`src/rtl/multdiv_iter.sv`:
```
// Iterative multiply/divide unit: one shift-add or restoring-divide step per cycle,
// valid/ready handshake on both sides, tag pass-through and flush abort.
module multdiv_iter #(
    parameter int WIDTH = 32,
    parameter int TAG_W = 5
) (
    input  logic             clock,
    input  logic             reset,
    input  logic             in_valid,
    output logic             in_ready,
    input  logic [1:0]       op,
    input  logic [WIDTH-1:0] operand_a,
    input  logic [WIDTH-1:0] operand_b,
    input  logic [TAG_W-1:0] in_tag,
    input  logic             flush,
    output logic             out_valid,
    input  logic             out_ready,
    output logic [WIDTH-1:0] result,
    output logic             exception,
    output logic [TAG_W-1:0] out_tag,
    output logic             busy
);
    localparam int CW = $clog2(WIDTH);
    localparam logic [CW-1:0] CNT_LAST = CW'(WIDTH - 1);

    typedef enum logic [1:0] {S_IDLE, S_RUN, S_FIX, S_DONE} state_t;
    typedef enum logic [1:0] {OP_MUL = 2'b00, OP_DIV = 2'b01, OP_REM = 2'b10, OP_DIVU = 2'b11} op_t;

    state_t           state_q, state_d;
    op_t              op_q, op_d;
    logic [WIDTH-1:0] opnd_q, opnd_d;   // multiplicand or divisor magnitude
    logic [WIDTH-1:0] hi_q, hi_d;       // product high half / partial remainder
    logic [WIDTH-1:0] lo_q, lo_d;       // multiplier bits / dividend bits -> quotient
    logic             neg_a_q, neg_a_d, neg_b_q, neg_b_d, dz_q, dz_d;
    logic [CW-1:0]    cnt_q, cnt_d;
    logic [TAG_W-1:0] tag_q, tag_d;
    logic [WIDTH-1:0] result_q, result_d;
    logic             exc_q, exc_d;

    logic               signed_op, a_neg, b_neg, div_zero, qneg, mul_ovf;
    logic [WIDTH-1:0]   a_mag, b_mag, quo, remd;
    logic [WIDTH:0]     mul_sum, div_sh, div_diff;
    logic [2*WIDTH-1:0] prod_mag, prod;

    always_comb begin
        signed_op = (op != OP_DIVU);
        a_neg     = signed_op & operand_a[WIDTH-1];
        b_neg     = signed_op & operand_b[WIDTH-1];
        a_mag     = a_neg ? -operand_a : operand_a;
        b_mag     = b_neg ? -operand_b : operand_b;
        div_zero  = (op != OP_MUL) && (operand_b == '0);

        mul_sum   = {1'b0, hi_q} + {1'b0, opnd_q & {WIDTH{lo_q[0]}}};
        div_sh    = {hi_q, lo_q[WIDTH-1]};
        div_diff  = div_sh - {1'b0, opnd_q};

        qneg      = neg_a_q ^ neg_b_q;
        prod_mag  = {hi_q, lo_q};
        prod      = qneg ? -prod_mag : prod_mag;
        // product fits in WIDTH signed bits iff its top WIDTH+1 bits are all equal
        mul_ovf   = (|prod[2*WIDTH-1:WIDTH-1]) & ~(&prod[2*WIDTH-1:WIDTH-1]);
        quo       = qneg ? -lo_q : lo_q;
        remd      = neg_a_q ? -hi_q : hi_q;
    end

    always_comb begin
        state_d  = state_q;
        op_d     = op_q;
        opnd_d   = opnd_q;
        hi_d     = hi_q;
        lo_d     = lo_q;
        neg_a_d  = neg_a_q;
        neg_b_d  = neg_b_q;
        dz_d     = dz_q;
        cnt_d    = cnt_q;
        tag_d    = tag_q;
        result_d = result_q;
        exc_d    = exc_q;
        case (state_q)
            S_IDLE: if (in_valid) begin
                op_d    = op_t'(op);
                tag_d   = in_tag;
                neg_a_d = a_neg;
                neg_b_d = b_neg;
                dz_d    = div_zero;
                cnt_d   = '0;
                hi_d    = '0;
                opnd_d  = (op == OP_MUL) ? a_mag : b_mag;
                lo_d    = (op == OP_MUL) ? b_mag : a_mag;
                // divide by zero skips the iterations; FIX emits the 0/exception result
                state_d = div_zero ? S_FIX : S_RUN;
            end
            S_RUN: begin
                if (op_q == OP_MUL) begin
                    hi_d = mul_sum[WIDTH:1];
                    lo_d = {mul_sum[0], lo_q[WIDTH-1:1]};
                end else if (!div_diff[WIDTH]) begin
                    hi_d = div_diff[WIDTH-1:0];
                    lo_d = {lo_q[WIDTH-2:0], 1'b1};
                end else begin
                    hi_d = div_sh[WIDTH-1:0];
                    lo_d = {lo_q[WIDTH-2:0], 1'b0};
                end
                cnt_d = cnt_q + CW'(1);
                if (cnt_q == CNT_LAST) state_d = S_FIX;
            end
            S_FIX: begin
                state_d = S_DONE;
                if (dz_q) begin
                    result_d = '0;
                    exc_d    = 1'b1;
                end else begin
                    case (op_q)
                        OP_MUL:  begin result_d = prod[WIDTH-1:0]; exc_d = mul_ovf; end
                        // only MIN / -1 yields a positive quotient with the top bit set
                        OP_DIV:  begin result_d = quo;  exc_d = ~qneg & lo_q[WIDTH-1]; end
                        OP_REM:  begin result_d = remd; exc_d = 1'b0; end
                        OP_DIVU: begin result_d = lo_q; exc_d = 1'b0; end
                    endcase
                end
            end
            S_DONE: if (out_ready) state_d = S_IDLE;
            default: state_d = S_IDLE;
        endcase
        if (flush) begin
            state_d = S_IDLE;
            cnt_d   = '0;
        end
    end

    always_ff @(posedge clock) begin
        if (reset) begin
            state_q  <= S_IDLE;
            op_q     <= OP_MUL;
            opnd_q   <= '0;
            hi_q     <= '0;
            lo_q     <= '0;
            neg_a_q  <= 1'b0;
            neg_b_q  <= 1'b0;
            dz_q     <= 1'b0;
            cnt_q    <= '0;
            tag_q    <= '0;
            result_q <= '0;
            exc_q    <= 1'b0;
        end else begin
            state_q  <= state_d;
            op_q     <= op_d;
            opnd_q   <= opnd_d;
            hi_q     <= hi_d;
            lo_q     <= lo_d;
            neg_a_q  <= neg_a_d;
            neg_b_q  <= neg_b_d;
            dz_q     <= dz_d;
            cnt_q    <= cnt_d;
            tag_q    <= tag_d;
            result_q <= result_d;
            exc_q    <= exc_d;
        end
    end

    assign in_ready  = (state_q == S_IDLE);
    assign out_valid = (state_q == S_DONE);
    assign busy      = (state_q != S_IDLE);
    assign result    = out_valid ? result_q : '0;
    assign exception = out_valid & exc_q;
    assign out_tag   = out_valid ? tag_q : '0;
endmodule

```
`config.mk`:
```
export PLATFORM = sky130hd
export DESIGN_NAME = multdiv_iter
export DESIGN_NICKNAME = d
export VERILOG_FILES = /design/src/rtl/multdiv_iter.sv
export SDC_FILE = /design/constraint.sdc
export NUM_CORES = 1
export LEC_CHECK = 0
export CAP_MARGIN = 30
export CORE_ASPECT_RATIO = 1.2
export CORE_MARGIN = 3
export CORE_UTILIZATION = 60
export DETAILED_ROUTE_END_ITERATION = 7
export DONT_BUFFER_PORTS = 1
export PLACE_DENSITY_LB_ADDON = 0.2
export REMOVE_ABC_BUFFERS = 1
export SYNTH_ARGS = -nofsm -noshare
export SYNTH_HDL_FRONTEND = slang
export SYNTH_SLANG_ARGS = --single-unit
```
`constraint.sdc`:
```
create_clock -name clock -period 4.9 [get_ports clock]
set_input_delay 0.735 -clock clock [delete_from_list [all_inputs] [get_ports clock]]
set_output_delay 0.735 -clock clock [all_outputs]
set_load 0.1 [all_outputs]
```
==> impl_metrics.tcl, run 1 <==
set metrics [dict create \
    fmax_ghz 0.2349 \
    fp-row-count 63 \
    layout_common_cells "nand2_1, nor2_1, a21oi_1, dfxtp_1, o21ai_0" \
    grt_pass1_wl_mm 85.21 \
    critPathCaptureType "flop" \
    grt_antenna_before_repair 0 \
    first_pass_iters 6 \
    reg2reg_to "hi_q[31]" \
    hp-class "input port to flop" \
    vias 16500 \
    finClkSkew_ns 0.007787 \
    critical_path_depth 12 \
    drt_drc_violations_left 0 \
    gr-usage-all-layers 0.3927 \
    cts_buffer_depth 2 \
    synth_edf_count 0 \
    nets 2226 \
    ys_seq_area_frac 0.1920 \
    whs_path_depth 1 \
    final_common_cell "nand2_1" \
    critPathBufInv 2 \
    synth-async-reset-ratio 0 \
    slew_headroom 0.3434 \
    ys.warnings.count 0 \
    cp_max_fo 19 \
    worst-r2r-setup-slack_ns 0.64 \
    cp.required_ns 5.23 \
    die_w_um 151.4 \
    critPathMostFrequentCell "o21ai_0" \
    fin_crit_ns 4.258 \
    synthDistinctLibCells 90 \
    grt_pass1_vias 15490 \
    drive_gt1_frac 0.05654 \
    post-cts-setup-buffer-count 0 \
    hold_violations 0 \
    synth-xor-area-share 0.09721 \
    critPathSlowestCell "o21ai_0" \
    grt-ovfl-total 0 \
    numCtsBuffers 17 \
    yosys.area.top_type "dfxtp_1" \
    cts.reportedPaths.clkPinSlew_ns 0.07 \
    finalMaxSlewViolations 0 \
    core-area_um2 24830 \
    hpwl_mm 40.82 \
    critical_path_class "flop to flop" \
    dieArea_um2 27330 \
    ys.flop_type "dfxtp_1" \
    synth-seq-cells 146 \
    syn_area_um2 15230 \
    crit_family "compound AO/OA/AOI/OAI gates" \
    ir_drop_uv 269.4 \
    antenna_cells 0 \
    instances_no_fill 2412 \
    syn_to_final_growth_pct 4.224 \
    p_per_area_nw_per_um2 257.3 \
    wl_mm 54.68 \
    rsz0062_at_grt "false" \
    syn_avg_cell_area_um2 6.956 \
    initial_core_util 0.6132 \
    place_inst 2378 \
    yosys-top-cells-area "dfxtp_1, nand2_1, a21oi_1, ha_1, nor2_1" \
    path_cells "inv_1 -> buf_4 -> nor2_1 -> ha_1 -> nand4_1 -> a211oi_1 -> o21ai_0 -> o21ai_0 -> a41o_1 -> a21o_1 -> a31oi_1 -> a2111oi_0" \
    drt_iter0_markers 2014 \
    holdBufCountCts 0 \
    setup_viol 0 \
    yosys.area_share.simple 0.2653 \
    yosys.area_share.adder 0.06344 \
    finalWeightedCongestion 1.016 \
    period_share 0.8689 \
    reg2reg_depth 12 \
    vias_per_cell 6.842 \
    clock_sinks 146 \
    synth_top_family_by_area "compound AO/OA/AOI/OAI gates" \
    wl_per_cell_um 22.67 \
    start_kind "flop" \
    ant_nets 0 \
    rr_startpoint "lo_q[0]" \
    synth-compound-area-share 0.2746 \
    htreeDepth 4 \
    cts_tree "built" \
    final_core_util 0.6391 \
    cts_root_buf "clkbuf_16" \
    slowest_delay_ns 0.72 \
    syn_inst 2189 \
    synth_mux_area_frac 0.03764 \
    grt_max_degree 114 \
    clk_latency_ns 0.45 \
    finalPower_w 0.004083 \
    leakagePower_nw 6.235 \
    endpoint "hi_q[31]" \
    fp.dieH_um 180.5 \
    numPortBuffers 0 \
    ioPinCount 117 \
    status "finished clean" \
    drv_cap 0 \
    cts_resized 0 \
    yosys.area.top_type_share 0.1920 \
    worstMarginPinSlew_ns 0.9917 \
    critPathLaunch "lo_q[0]" \
    worstPathArrival_ns 4.59 \
]
logic make-up after synthesis:
logic type	count (synthesis)
and+or+nand+nor	839
AOI/OAI and AO/OA	650
buffers and inverters	252
xor gates and xnor gates	169
DFF	146
adders and majority gates	76
muxes	57
worst register-to-register path, delay by kind of cell (launching register included):
| family | cells | cell delay, ns |
|---|---|---|
| buf+inv | 2 | 0.78 |
| simple gates | 2 | 0.27 |
| fa+ha+maj | 1 | 0.36 |
| compound gates | 7 | 2.35 |
| flops | 1 | 0.38 |
Yosys cell counts (all sizes together), types with 13 or more instances:
cell,count
clkbuf,150
o41ai,16
a21o,31
dfxtp,146
mux2i,55
buf,26
ha,74
nand2,263
a31oi,30
o31ai,20
a21oi,192
nand2b,13
o21ai,132
and2,49
xor2,80
xnor2,89
nand3,36
or4,19
nand4,24
nor3,83
o211ai,43
nor2,239
nor4,34
a22oi,21
o22ai,13
a211oi,59
and3,14
inv,74
through the flow:
stage	hold slack, ns	setup TNS (ns)	cell area (um^2)	worst slack (ns)
after floorplan	0.4257	-15.11	14440	-0.6502
after global placement	0.4333	0	15220	0.9633
after detailed placement	0.4385	0	15220	0.8260
after CTS	0.3455	0	15840	0.7886
after global routing	0.3433	0	15870	0.4169
final	0.3522	0	15870	0.6423
layer usage:
layer	global-route usage	wire length, um	vias to the layer above
met5	0	0	-
met4	0.2043	3256	0
met3	0.08000	5297	194
met2	0.6133	24680	922
met1	0.5073	21440	7718
li1	-	-	7670
cell type report:
class	count	area (um^2)
sequential	146	2923
timing repair buffer	43	345.3
multi-input combinational	1791	11290
clock inverter	15	195.2
clock buffer	17	425.4
fill	2336	8961
inverter	75	281.5
tap	325	406.6
how the worst min path moves through the flow:
stage | to | slack, ns | from
after global routing | result_q[30] | 0.34 | reset
after floorplan | result_q[21] | 0.43 | result_q[21]
after detailed placement | tag_q[0] | 0.44 | tag_q[0]
after CTS | tag_q[1] | 0.35 | reset
after global placement | tag_q[3] | 0.43 | tag_q[3]
final | tag_q[1] | 0.35 | reset
registers in the layout, summed over array words and instances, names as in the netlist:
signal    cells
cnt_q         5
dz_q          1
exc_q         1
hi_q         32
lo_q         32
neg_a_q       1
neg_b_q       1
op_q          2
opnd_q       32
result_q     32
state_q       2
tag_q         5
report_power, final:
part	switching, W	total, W	internal, W
Sequential	0.000121	0.00138	0.00126
Combinational	0.000825	0.00128	0.000457
Clock	0.000604	0.00142	0.000815
No activity file was read; power rests on OpenSTA's default activity.
==> run 2, diff against run 1 <==
--- a/config.mk
+++ b/config.mk
@@ -9,6 +9,7 @@
 export CORE_ASPECT_RATIO = 1.2
 export CORE_MARGIN = 3
 export CORE_UTILIZATION = 60
+export CTS_BUF_LIST = sky130_fd_sc_hd__clkbuf_2
 export DETAILED_ROUTE_END_ITERATION = 7
 export DONT_BUFFER_PORTS = 1
 export PLACE_DENSITY_LB_ADDON = 0.2
==> run 2 against run 1 <==
Compared with the run above:
- register-to-register slack about the same
- final area shrank 1.6%
- fmax decreased by 0.21%
- critical path depth is the same
- clock power down 41%
- hold slack got worse by 0.28 ns
- wire length up 0.49%
- flip-flop and latch count stayed put
- non-clock buffer count increased by 7
- combinational power about the same
- highest routed layer unchanged
==> impl_metrics.tcl, run 2 (same netlist as run 1, synthesis figures left out) <==
set metrics [dict create \
    status "finished clean" \
    reg2reg_depth 12 \
    leakagePower_nw 6.134 \
    fp.dieH_um 180.5 \
    numCtsBuffers 17 \
    switching_power_w 0.001494 \
    fmax_ghz 0.2344 \
    busiest_layer "met2" \
    initial_core_util 0.6132 \
    p_int_w 0.002027 \
    final_common_cell "nand2_1" \
    grt_antenna_before_repair 1 \
    met1_usage 0.5111 \
    ioPinCount 117 \
    htreeDepth 4 \
    finalMaxSlewViolations 0 \
    crit_family "compound AO/OA/AOI/OAI gates" \
    slowest_delay_ns 0.72 \
    worstPathArrival_ns 4.98 \
    die_w_um 151.4 \
    hp-class "input port to flop" \
    setup_viol 0 \
    finClkSkew_ns 0.04215 \
    grt-ovfl-total 0 \
    critPathCaptureType "flop" \
    syn_to_final_growth_pct 2.597 \
    drt_iter0_markers 1873 \
    p_per_area_nw_per_um2 225.4 \
    fp-row-count 63 \
    ant_nets 0 \
    dieArea_um2 27330 \
    p_clk_frac 0.237 \
    met2_usage 0.6108 \
    fin_hold_ws_ns 0.07095 \
    critical_path_depth 12 \
    clk_latency_ns 0.82 \
    hold_violations 0 \
    finalWeightedCongestion 1.016 \
    numPortBuffers 0 \
    slew_headroom 0.3456 \
    grt_pass1_wl_mm 85.44 \
    drive_gt1_frac 0.05683 \
    nets 2233 \
    worstMarginPinSlew_ns 0.9805 \
    drv_cap 0 \
    path_cells "inv_1 -> buf_4 -> nor2_1 -> ha_1 -> nand4_1 -> a211oi_1 -> o21ai_0 -> o21ai_0 -> a41o_1 -> a21o_1 -> a31oi_1 -> a2111oi_0" \
    core-area_um2 24830 \
    cp_max_fo 19 \
    seq_power_share 0.393 \
    setup_tns_ns 0 \
    grt_max_degree 108 \
    cp.required_ns 5.61 \
    cts_tree "built" \
    critPathMostFrequentCell "o21ai_0" \
    switching_share 0.4242 \
    critPathSlowestCell "o21ai_0" \
    combPwrFrac 0.370 \
    finalPower_w 0.003521 \
    critical_path_class "flop to flop" \
    ir_drop_uv 210.1 \
    rsz0062_at_grt "false" \
    wl_mm 54.95 \
    whs_path_depth 3 \
    fin_crit_ns 4.267 \
    first_pass_iters 8 \
    drt_drc_violations_left 0 \
    period_share 0.8708 \
    cts_resized 0 \
    wl_per_cell_um 22.70 \
    start_kind "flop" \
    grt_use_met3 0.07623 \
    cts.reportedPaths.clkPinSlew_ns 0.28 \
    vias_per_cell 6.866 \
    critPathBufInv 2 \
    cts_root_buf "clkbuf_2" \
    cts_buffer_depth 2 \
    vias 16620 \
    clock_sinks 146 \
    layout_common_cells "nand2_1, nor2_1, a21oi_1, dfxtp_1, o21ai_0" \
    grt_pass1_vias 15540 \
    post-cts-setup-buffer-count 0 \
    gr-usage-all-layers 0.3936 \
    hpwl_mm 40.82 \
]
==> run 2: worst reg2reg max path: stages (launching register included) <==
cell       delay, ns
dfxtp_1         0.44
inv_1           0.41
buf_4           0.35
nor2_1          0.09
ha_1            0.36
nand4_1         0.17
a211oi_1        0.50
o21ai_0         0.28
o21ai_0         0.72
a41o_1          0.32
a21o_1          0.12
a31oi_1         0.07
a2111oi_0       0.35
==> run 2: what timing repair did <==
item	4_1_cts	5_1_grt
hold buffers	7	0
setup endpoints to repair	0	0
hold endpoints to repair	107	0
==> run 2: worst paths after layout <==
kind / slack, ns / to / start
hold / removal: 0.07 / exc_q / reset
setup / recovery: 0.63 / hi_q[31] / lo_q[0]
hold reg to reg: 0.47 / opnd_q[28] / opnd_q[28]
setup reg to reg: 0.63 / hi_q[31] / lo_q[0]
==> run 2: layout make-up <==
type / count / area, um^2
fillers: 2390 / 9209
inverters: 75 / 281.5
repair buffers: 50 / 432.9
well taps: 325 / 406.6
diodes: 2 / 5.005
clock inverters: 15 / 195.2
flip-flops and latches: 146 / 2923
multi-input cells: 1791 / 11290
clock buffers: 17 / 85.08
==> run 2: routing by layer <==
layer / part of all wire / vias to the layer above / routed length, um
met2: 0.45 / 982 / 24470
li1: - / 7698 / -
met4: 0.062 / 0 / 3387
met3: 0.098 / 205 / 5407
met1: 0.39 / 7737 / 21680
met5: 0 / - / 0
==> run 2: power by group through the flow <==
stage / Sequential (W) / Combinational, W / Clock [W]
finish: 0.00138 / 0.00130 / 0.000835
global route: 0.00139 / 0.00142 / 0.000879
floorplan: 0.00137 / 0.000906 / 0
global placement: 0.00140 / 0.00123 / 0
detailed placement: 0.00140 / 0.00124 / 0
CTS: 0.00138 / 0.00127 / 0.000837
==> run 2: per-stage QoR <==
step           setup slack, ns  utilization  std cells  cell area, um^2
2_1_floorplan          -0.6502            -       2012            14440
3_3_place_gp            0.9633       0.6131       2378            15220
3_5_place_dp            0.8260       0.6131       2378            15220
4_1_cts                 0.7573       0.6279       2417            15590
5_1_grt                 0.3985       0.6290       2420            15620
6_report                0.6333       0.6291       2421            15620
==> RTL edit, RTL diff (flow settings as in run 1) <==
The 4 states of `state_t` get a Gray code encoding in 2 bits.
--- a/src/rtl/multdiv_iter.sv
+++ b/src/rtl/multdiv_iter.sv
@@ -25,3 +25,3 @@
 
-    typedef enum logic [1:0] {S_IDLE, S_RUN, S_FIX, S_DONE} state_t;
+    typedef enum logic [1:0] {S_IDLE = 2'b00, S_RUN = 2'b01, S_FIX = 2'b11, S_DONE = 2'b10} state_t;
     typedef enum logic [1:0] {OP_MUL = 2'b00, OP_DIV = 2'b01, OP_REM = 2'b10, OP_DIVU = 2'b11} op_t;
Formal check against the unedited RTL: same outputs for any inputs over 4 cycles, from zero or initial values and one cycle with reset high; so few cycles prove little.
==> RTL edit against run 1 <==
- sequential cell count did not move
- setup slack improved by 0.31 ns
- area after synthesis is 1.1% lower
- synthesized cell count decreased by 0.64%
- routed wire length fell by 2.8%
- final area fell by 0.69%
- power shrank 2.1%
- combinational power is essentially flat
- critical endpoint is now exc_q$_SDFFE_PP0P_
==> RTL edit: results <==
group,metric,value,unit
worst_setup_path,max_stage_delay,0.55,ns
finish,nets,2214,
grt,grt_pass1_vias,15100,
grt,grt_use_total,38.0,%
pwr,ir_drop,0.220,mV
pwr,pg_clk,1.36,mW
clocking,cts_root_buffer,"clkbuf_16",
timing,setup_viol,0,
grt,met3_usage,7.53,%
worst_hold_path,min_delay_path_depth,1,
worst_hold_path,holdPathEnd,"result_q[7]$_SDFFE_PP0P_",
worst_setup_path,critPathMaxFanout,13,
drt,vias,16300,
clocking,cts.htree.levels,4,
worst_setup_path,timing.rr.start,"hi_q[0]$_SDFFE_PP0P_",
worst_setup_path,reg2reg_to,"exc_q$_SDFFE_PP0P_",
worst_hold_path,hold_path_class,"primary input to flip-flop",
synthesis,ys_top_cells_by_count,"nor2_1 (256), nand2_1 (235), a21oi_1 (210)",
drt,wl_met2,24200,um
drt,drt_iter0_drc,1771,
worst_setup_path,slowest_stage,"or3_4",
synthesis,ys_types,85,
pwr,p_sw_share,37.9,%
placement,post_dp_cell_area,15100,sq um
grt,grt_max_degree,102,
drt,met1_length,20700,um
pwr,leakage,6.15,nW
grt,use_met1,48.7,%
finish,fillers,2221,
placement,post-place-ws,1.05,ns
finish,drive_gt1_share,6.25,%
status,status,"finished clean",
timing,fin_worst_skew,0.00891,ns
worst_setup_path,critPathTopFamily,"simple AND/OR/NAND/NOR gates",
placement,place_congestion,0.993,
drt,wl,53100,um
worst_hold_path,min_from,"reset",
grt,grt_pass1_wl,82700,um
synthesis,synthTopCellsByArea,"dfxtp_1 (19%), a21oi_1 (7.0%), nor2_1 (6.4%)",
pwr,seqPwrFrac,34.1,%
timing,worst_pin_slew,1.03,ns
clocking,cts_made_buffers,17,
synthesis,ys_seq_area_share,19.4,%
grt,grt_use_met2,60.9,%
timing,timing.final.crit_share,80.7,%
clocking,postCtsHoldBufs,0,
timing,setup_tns,0,ns
drt,met3_length,5320,um
worst_setup_path,arrival,4.27,ns
placement,hpwl,40300,um
-- RTL edit: area by class of cell --
type                    instances  area share, %
clock inverters                13          0.961
clock buffers                  19           2.81
well taps                     320           2.54
inverters                      75           1.79
flip-flops and latches        146           18.5
multi-input cells            1785           71.1
repair buffers                 41           2.23
-- RTL edit: worst reg2reg max path: cells and delay by family (launching register included) --
family | cells | cell delay [ns]
flops | 1 | 0.51
fa+ha+maj | 1 | 0.24
compound gates | 4 | 0.60
buf+inv | 1 | 0.22
simple gates | 6 | 2.25
-- RTL edit: cells by family (layout without fill, tap and decap cells) --
logic type,Yosys count,after routing,share of synthesized area [%]
muxes,54,54,3.64
and+or+nand+nor,822,822,26.4
xor gates and xnor gates,176,176,10.2
adders and majority gates,72,72,6.08
buffers and inverters,244,148,6.50
DFF,146,146,19.4
AOI/OAI and AO/OA,661,661,27.8
-- RTL edit: stage by stage --
step           instances  util (%)  hold slack [ns]  total power, mW
3_3_place_gp        2362      62.1            0.431             2.58
6_report            2399      64.9            0.366             4.00
2_1_floorplan       2006         -            0.421             2.23
4_1_cts             2398      64.8            0.353             3.95
3_5_place_dp        2366      62.4            0.438             2.61
5_1_grt             2399      64.9            0.355             4.15
-- RTL edit: worst max path at each step --
stage	from	end
5_1_grt	lo_q[0]$_SDFFE_PP0P_	hi_q[19]$_SDFFE_PP0P_
3_5_place_dp	hi_q[0]$_SDFFE_PP0P_	exc_q$_SDFFE_PP0P_
3_3_place_gp	hi_q[0]$_SDFFE_PP0P_	exc_q$_SDFFE_PP0P_
6_report	hi_q[0]$_SDFFE_PP0P_	exc_q$_SDFFE_PP0P_
4_1_cts	hi_q[0]$_SDFFE_PP0P_	exc_q$_SDFFE_PP0P_
2_1_floorplan	state_q[1]$_SDFFE_PP0P_	exception
